===== src/rtl/riscv_ctrl_pkg.sv =====
// Shared encodings for the multicycle RISC-V control unit: FSM states, opcodes,
// instruction classes and ALU operation selects.
package riscv_ctrl_pkg;

    typedef enum logic [2:0] {
        StFetch     = 3'd0,
        StDecode    = 3'd1,
        StExecute   = 3'd2,
        StMemory    = 3'd3,
        StWriteback = 3'd4
    } state_e;

    localparam logic [6:0] OpR      = 7'b0110011;
    localparam logic [6:0] OpLoad   = 7'b0000011;
    localparam logic [6:0] OpStore  = 7'b0100011;
    localparam logic [6:0] OpIalu   = 7'b0010011;
    localparam logic [6:0] OpBranch = 7'b1100011;
    localparam logic [6:0] OpJal    = 7'b1101111;
    localparam logic [6:0] OpJalr   = 7'b1100111;

    typedef enum logic [2:0] {
        ClsR      = 3'd0,
        ClsLoad   = 3'd1,
        ClsStore  = 3'd2,
        ClsIalu   = 3'd3,
        ClsBranch = 3'd4,
        ClsJal    = 3'd5,
        ClsJalr   = 3'd6
    } iclass_e;

    localparam logic [1:0] AluAdd    = 2'b00;
    localparam logic [1:0] AluBranch = 2'b01;
    localparam logic [1:0] AluFunct  = 2'b10;

endpackage


===== src/rtl/opcode_classifier.sv =====
// Maps a 7-bit RV32 major opcode onto an instruction class; unknown opcodes
// raise illegal and report class R, which the FSM never acts on.
module opcode_classifier
    import riscv_ctrl_pkg::*;
(
    input  logic [6:0] opcode,
    output logic [2:0] iclass,
    output logic       illegal
);

    always_comb begin
        iclass  = ClsR;
        illegal = 1'b0;
        case (opcode)
            OpR:      iclass = ClsR;
            OpLoad:   iclass = ClsLoad;
            OpStore:  iclass = ClsStore;
            OpIalu:   iclass = ClsIalu;
            OpBranch: iclass = ClsBranch;
            OpJal:    iclass = ClsJal;
            OpJalr:   iclass = ClsJalr;
            default:  illegal = 1'b1;
        endcase
    end

endmodule


===== src/rtl/multicycle_controller.sv =====
// Multicycle RISC-V control FSM with memory wait timeout and retire counter.
// Outputs never see opcode combinationally, so illegal is a registered pulse.
module multicycle_controller
    import riscv_ctrl_pkg::*;
#(
    parameter int unsigned MEM_TIMEOUT = 16,
    parameter int unsigned RETIRE_W    = 32
) (
    input  logic                clk,
    input  logic                reset,
    input  logic [6:0]          opcode,
    input  logic                zero,
    input  logic                mem_ready,
    output logic                mem_req,
    output logic                mem_we,
    output logic                ir_write,
    output logic                pc_write,
    output logic                pc_src,
    output logic                alu_src,
    output logic                mem_to_reg,
    output logic                reg_write,
    output logic                retire,
    output logic                illegal,
    output logic                bus_error,
    output logic [1:0]          alu_op,
    output logic [2:0]          state,
    output logic [RETIRE_W-1:0] retired
);

    localparam logic [7:0] WaitLimit = 8'(MEM_TIMEOUT - 1);

    state_e              state_q, state_d;
    iclass_e             class_q;
    logic [7:0]          wait_q;
    logic                backoff_q;
    logic                illegal_q;
    logic [RETIRE_W-1:0] retired_q;

    logic [2:0] dec_class;
    logic       dec_illegal;
    logic       at_limit;

    opcode_classifier u_classifier (
        .opcode  (opcode),
        .iclass  (dec_class),
        .illegal (dec_illegal)
    );

    assign at_limit = (wait_q == WaitLimit) && !mem_ready;

    always_comb begin
        state_d    = state_q;
        mem_req    = 1'b0;
        mem_we     = 1'b0;
        ir_write   = 1'b0;
        pc_write   = 1'b0;
        pc_src     = 1'b0;
        alu_src    = 1'b0;
        mem_to_reg = 1'b0;
        reg_write  = 1'b0;
        retire     = 1'b0;
        bus_error  = 1'b0;
        alu_op     = AluAdd;
        case (state_q)
            StFetch: begin
                // One idle cycle after a timeout before re-requesting
                if (!backoff_q) begin
                    mem_req = 1'b1;
                    if (mem_ready) begin
                        ir_write = 1'b1;
                        pc_write = 1'b1;
                        state_d  = StDecode;
                    end else if (at_limit) begin
                        bus_error = 1'b1;
                    end
                end
            end
            StDecode: begin
                state_d = dec_illegal ? StFetch : StExecute;
            end
            StExecute: begin
                case (class_q)
                    ClsR: begin
                        alu_op  = AluFunct;
                        state_d = StWriteback;
                    end
                    ClsIalu: begin
                        alu_src = 1'b1;
                        state_d = StWriteback;
                    end
                    ClsLoad, ClsStore: begin
                        alu_src = 1'b1;
                        state_d = StMemory;
                    end
                    ClsBranch: begin
                        alu_op   = AluBranch;
                        pc_write = zero;
                        pc_src   = 1'b1;
                        retire   = 1'b1;
                        state_d  = StFetch;
                    end
                    ClsJal, ClsJalr: begin
                        alu_src  = 1'b1;
                        pc_write = 1'b1;
                        pc_src   = 1'b1;
                        state_d  = StWriteback;
                    end
                    default: state_d = StFetch;
                endcase
            end
            StMemory: begin
                mem_req = 1'b1;
                mem_we  = (class_q == ClsStore);
                if (mem_ready) begin
                    if (class_q == ClsStore) begin
                        retire  = 1'b1;
                        state_d = StFetch;
                    end else begin
                        state_d = StWriteback;
                    end
                end else if (at_limit) begin
                    bus_error = 1'b1;
                    state_d   = StFetch;
                end
            end
            StWriteback: begin
                reg_write  = 1'b1;
                mem_to_reg = (class_q == ClsLoad);
                retire     = 1'b1;
                state_d    = StFetch;
            end
            default: state_d = StFetch;
        endcase
        if (reset) begin
            mem_req    = 1'b0;
            mem_we     = 1'b0;
            ir_write   = 1'b0;
            pc_write   = 1'b0;
            pc_src     = 1'b0;
            alu_src    = 1'b0;
            mem_to_reg = 1'b0;
            reg_write  = 1'b0;
            retire     = 1'b0;
            bus_error  = 1'b0;
            alu_op     = AluAdd;
        end
    end

    assign illegal = illegal_q & ~reset;
    assign state   = reset ? StFetch : state_q;
    assign retired = reset ? '0 : retired_q;

    always_ff @(posedge clk) begin
        if (reset) begin
            state_q   <= StFetch;
            class_q   <= ClsR;
            wait_q    <= '0;
            backoff_q <= 1'b0;
            illegal_q <= 1'b0;
            retired_q <= '0;
        end else begin
            state_q   <= state_d;
            backoff_q <= bus_error;
            illegal_q <= (state_q == StDecode) && dec_illegal;
            if (state_q == StDecode) begin
                class_q <= iclass_e'(dec_class);
            end
            // Clearing on every state change covers entry into FETCH and MEMORY
            if ((state_d != state_q) || bus_error) begin
                wait_q <= '0;
            end else if (mem_req && !mem_ready) begin
                wait_q <= wait_q + 8'd1;
            end
            if (retire) begin
                retired_q <= retired_q + RETIRE_W'(1);
            end
        end
    end

endmodule


===== config.mk =====
export PLATFORM = sky130hd
export DESIGN_NAME = multicycle_controller
export DESIGN_NICKNAME = d
export VERILOG_FILES = /design/src/rtl/riscv_ctrl_pkg.sv /design/src/rtl/opcode_classifier.sv /design/src/rtl/multicycle_controller.sv
export SDC_FILE = /design/constraint.sdc
export NUM_CORES = 1
export LEC_CHECK = 0
export ABC_AREA = 0
export CAP_MARGIN = 10
export CORE_ASPECT_RATIO = 1.75
export CORE_MARGIN = 2
export CORE_UTILIZATION = 38
export DETAILED_ROUTE_END_ITERATION = 8
export SKIP_LAST_GASP = 1
export SLEW_MARGIN = 20
export SYNTH_ARGS = -nofsm -noshare
export SYNTH_HDL_FRONTEND = slang
export SYNTH_SLANG_ARGS = --single-unit

===== constraint.sdc =====
create_clock -name clk -period 2.12 [get_ports clk]
set_clock_uncertainty 0.15 [all_clocks]
set_input_delay 0.212 -clock clk [delete_from_list [all_inputs] [get_ports clk]]
set_output_delay 0.212 -clock clk [all_outputs]
set_load 0.1 [all_outputs]

Yosys cells after proc, flatten, opt, wreduce, memory -nomap -nowiden
Index checks and enable logic that the tools add are counted. Widths: inputs -> output; s select.

Input bits: 11. Logic and storage cells: 90. Output and inout bits: 48. Register bits after elaboration: 48.

Reduce and logical (&&, ||, !) cells: 14. Mux-type cells: 47. Bitwise gates (word level): 2. Add/sub/neg operators: 2. Equality and inequality tests: 19.

Operators with widths (count): $add 32x1->32 const B (1); $mux 32 (1); $mux 1 (28); $eq 7x7->1 const B (3); $mux 3 (6); $pmux 3 s6 (1); $eq 7x6->1 const B (2); $eq 3x2->1 const B (4); $eq 3x3->1 const B (4); $pmux 3 s4 (1); $add 8x1->8 const B (1); $eq 8x4->1 const B (1); $pmux 1 s2 (4); $eq 7x2->1 const B (1); $eq 7x5->1 const B (1); $reduce_or 7->1 (1); $eq 3x1->1 const B (2); $logic_not 3->1 (2); $mux 2 (3); $pmux 3 s2 (1); $reduce_or 2->1 (3); $reduce_or 5->1 (1); $pmux 2 s2 (1); $reduce_or 4->1 (1); 8 further kinds (10).

Logic depth before layout (Yosys ltp)
Depth after elaboration: 9. Depth in mapped cells: 8. Depth with buffers taken out: 7.

By module
A second synthesis with hierarchy kept.

Cells, all modules: 349. Area total of the unflattened synthesis: 2867.8 µm².

Modules (own cells, without submodules): multicycle_controller (times used 1, cells an instance 334, area an instance 2780.2 µm², seq. area each 960.9 µm²); opcode_classifier (times used 1, cells an instance 15, area an instance 87.6 µm², seq. area each 0.0 µm²).

Worst setup path before layout
Ideal clock, no wire load.

Kind: register to output. Start: register state_q[0]. End: output port mem_we. Path slack: -2649 ps. Arrival time: 4407 ps. Required time: 1758 ps. Stages on the path, launching flop included: 5. Path buffers: 2. Path through: dfxtp_1 buf_4 clkbuf_1 nor2b_1 nor3b_1.

Cells in the longest elaborated chain, start to end: 3.

Ends and longest elaborated chain: start: declaration (line multicycle_controller.sv:32) `state_e state_q, state_d;`; start signal: assignment (line multicycle_controller.sv:155) `state_q <= StFetch;`; start signal: assignment (line multicycle_controller.sv:162) `state_q <= state_d;`; $eq 3x2->1 (line multicycle_controller.sv:64) `case (state_q)`; $mux 1 (line multicycle_controller.sv:64); $mux 1 (line multicycle_controller.sv:134) `if (reset) begin`; end: declaration (line multicycle_controller.sv:15) `output logic mem_we,`.

No other way between the ends.

Final worst setup path
Start: register state_q[1]. End: output port pc_write.

Cells in the longest elaborated chain, start to end: 3.

Ends and longest elaborated chain: $eq 3x2->1 or $logic_not 3->1 (tied branches) (line multicycle_controller.sv:64); $pmux 1 s2 (*) (line multicycle_controller.sv:64); $mux 1 (*) (line multicycle_controller.sv:134); end: declaration (line multicycle_controller.sv:17) `output logic pc_write,`.

Mark *: on every way between the ends. The rest lies on a longest branch, timed or not.

==> key figures <==
Clock network
  • Worst skew pair latency: between 0.2 and 0.3 ns
  • Hold buffers post-CTS: 0
  • H-Tree Depth: 2
  • Clock buffer count from CTS: 5
  • Worst-path clk slew: 0.07 ns
  • Clock tree buffer depth: 2
  • Clock root buffer: clkbuf_16
  • TritonCTS clock tree: yes
  • # clock sinks: 48

Setup path
  • R2r endpoint: wait_q[0]
  • CP cell instances: buf_6 -> or3_4 -> or2_4 -> a211oi_4 -> buf_12
  • Largest fanout on the critical path: 3
  • Critical path arrival: 1.86 ns
  • R2R setup slack: 0 ns
  • Worst Reg-to-Reg Cells: 11
  • Critical Path End: pc_write
  • Largest stage delay on the critical path: between 0.3 and 0.4 ns
  • Reg2reg start: state_q[1]
  • WP data required: between 1.5 and 2 ns
  • Launch point of the critical path: state_q[1]
  • Crit end category: primary output
  • Critical path startpoint category: flop
  • Critical-path top delay cell: dfxtp_4
  • Setup CP Type: flop to primary output

Drt
  • DRC Markers: 0
  • DR vias: slightly below 3000
  • 1st-iter DRT viols: 151
  • Final wirelength: 8050 um
  • Via density: 5.40
  • WL/cell: around 15 um
  • DR pass1 iterations: 4
  • DRT antenna net count: 0

STA
  • Hold slack: approximately 0.14 ns
  • Tightest Pin Transition: 0.433 ns
  • Unrepaired setup endpoints after global routing: yes
  • Setup TNS: -0.253 ns
  • Crit share post-route: 105%
  • Slew Limit Headroom: 70.9%
  • Fin. Hold Viols: 0
  • Fmax: approximately 450 MHz
  • Final setup viols: 4
  • Max-slew violations: 0
  • Tmin final: around 2.2 ns
  • Post-route setup slack: -0.0974 ns

Job
  • Max-Cap Viols: 0

Pwr
  • Design Power: 1940 uW
  • Int Power: 1460 uW
  • Comb power frac: ~11%
  • Flop pwr share: 46.9%
  • Clock power frac: 42.0%
  • Pwr Density: ~400 nW/um2
  • Worst vdd ir: 0.378 mV
  • Net switching power: 478 uW
  • Switching fraction of total power: about 25%
  • Leakage power total: 0.00190 uW

Synth
  • Top FF cell, synth: dfxtp_1
  • FFs w/ async S/R, synth: 0%
  • Syn Nets: 363
  • Syn avg cell area: 8.32 um2
  • Register area share after synthesis: about a third
  • Synth Register Bits: 48
  • Gate Count Post-Synth: 346
  • EDFF count, synth: 0
  • Synth cell types: 57
  • Synth warn: 0
  • Post-Syn Area: roughly 2900 um2

Global routing
  • Number of global-route vias before repair: 2987
  • Antenna violations before repair: 0
  • Largest net degree at the start of global routing: 37
  • GRT Overall Usage: about a fifth
  • Global route overflow: 0
  • First-pass GRT wire length: 13600 um

Finish
  • Number of fill cells: 609
  • Multi-input logic area: 2030 um2
  • Nets@finish: 472
  • Most common cell after layout, fill and taps aside: buf_4
  • Design area: ~4800 um2
  • Finished Core Util: 64.9%
  • Register cell area after layout: a little under 1000 um2
  • Commonest cells after routing, fill and taps aside: 58 x buf_4, 48 x buf_12, 45 x dfxtp_1, 33 x nor2_1, 21 x nand2_1
  • Share of layout cells above drive strength 1: just over 40%
  • N_diodes: 0
  • Area Growth Syn to Fin: 68.3%

Min path
  • Hold depth: 4
  • Min-delay worst type: input pin to flop

Placement
  • Cell area after placement: between 4000 and 5000 um2
  • HPWL Detailed: 6160 um
  • Port bufs: 58
  • Placer Congestion: 0.845

Floorplanning
  • Core area: 7460 um2
  • Die W: 69.8 um
  • Die height: 119 um
  • Num ports: 59
  • Placement row count: 42
  • Starting Density: 38.6%
  • Total die area: 8310 um2

Status
  • Failing checks: negative setup slack
  • Status: complete, but fails checks
==> area by class of cell <==
class | count | share of cell area (%)
clock inverter | 2 | 0.207
timing repair buffer | 121 | 32.1
multi-input combinational | 270 | 41.9
tap | 88 | 2.27
inverter | 9 | 0.697
sequential | 48 | 20.0
clock buffer | 6 | 2.87
==> per-stage QoR <==
stage	setup WS, ns	instances
4_1_cts	-0.106	540
5_1_grt	-0.133	544
3_5_place_dp	-0.175	527
6_report	-0.0974	544
2_1_floorplan	-0.424	346
3_3_place_gp	-0.0850	527
==> per-layer routing <==
layer  vias up  part of all wire [%]  global-route usage, %
met5         -                     0                      0
li1       1459                     -                      -
met4         0                   3.0                   9.98
met3        15                   3.8                   3.38
met2        75                    56                   36.7
met1      1387                    37                   21.6
==> logic make-up after synthesis <==
logic type      after synthesis  synth area share [%]
xor+xnor                     23                  7.00
buf+inv                      28                  4.43
fa+ha+maj                     6                  2.61
flops                        48                  33.4
mux                           6                  2.30
compound gates               61                  15.4
simple gates                174                  34.9
==> state kept, by name, indices dropped and copies added (netlist names) <==
signal / cells
illegal_q: 1
retired_q: 32
backoff_q: 1
class_q: 3
wait_q: 8
state_q: 3
==> cells in the mapped netlist (3+ instances only) <==
| cell | n | area [um2] |
|---|---|---|
| xnor2_1 | 3 | 26.3 |
| nor2_1 | 41 | 154 |
| o2111ai_1 | 6 | 52.6 |
| o21ai_0 | 9 | 45.0 |
| a21oi_1 | 17 | 85.1 |
| and3_1 | 10 | 62.6 |
| or4_1 | 9 | 67.6 |
| buf_4 | 5 | 37.5 |
| nor4_1 | 4 | 25.0 |
| xor2_1 | 20 | 175 |
| buf_2 | 3 | 15.0 |
| or2_2 | 3 | 18.8 |
| or3_1 | 5 | 31.3 |
| nor2b_1 | 35 | 219 |
| nand2_1 | 22 | 82.6 |
| nand3_1 | 7 | 35.0 |
| inv_1 | 9 | 33.8 |
| ha_1 | 6 | 75.1 |
| nand4_1 | 12 | 75.1 |
| nand2b_1 | 3 | 18.8 |
| and4_1 | 3 | 26.3 |
| o31ai_1 | 6 | 45.0 |
| mux2_2 | 5 | 56.3 |
| clkbuf_1 | 5 | 18.8 |
| dfxtp_1 | 48 | 961 |
| nor3_1 | 10 | 50.1 |
| buf_1 | 6 | 22.5 |
==> critical path, delay by kind of cell, from the launching register on <==
family,cells,cell delay [ns]
simple gates,2,0.61
compound gates,1,0.29
flops,1,0.34
buf+inv,2,0.32
==> power by group through the flow <==
stage / logic (uW) / clock network [uW] / registers, uW
CTS: 204 / 829 / 908
detailed placement: 195 / 0 / 929
global route: 229 / 869 / 907
floorplan: 123 / 0 / 927
global placement: 192 / 0 / 929
finish: 216 / 813 / 908
==> how the worst min path moves through the flow <==
| stage | start | end | slack [ns] |
|---|---|---|---|
| global route | reset | retired_q[10] | 0.17 |
| global placement | retired_q[30] | retired_q[30] | 0.32 |
| detailed placement | retired_q[31] | retired_q[31] | 0.33 |
| CTS | reset | retired_q[10] | 0.14 |
| floorplan | opcode[3] | class_q[1] | 0.25 |
| finish | reset | retired_q[10] | 0.14 |
==> repair_timing <==
item,CTS,global route
pin swaps,6,7
gates resized for setup,17,13
setup endpoints to repair,19,24
setup buffers,5,4
Note: power is estimated with default switching activity, not from simulation.
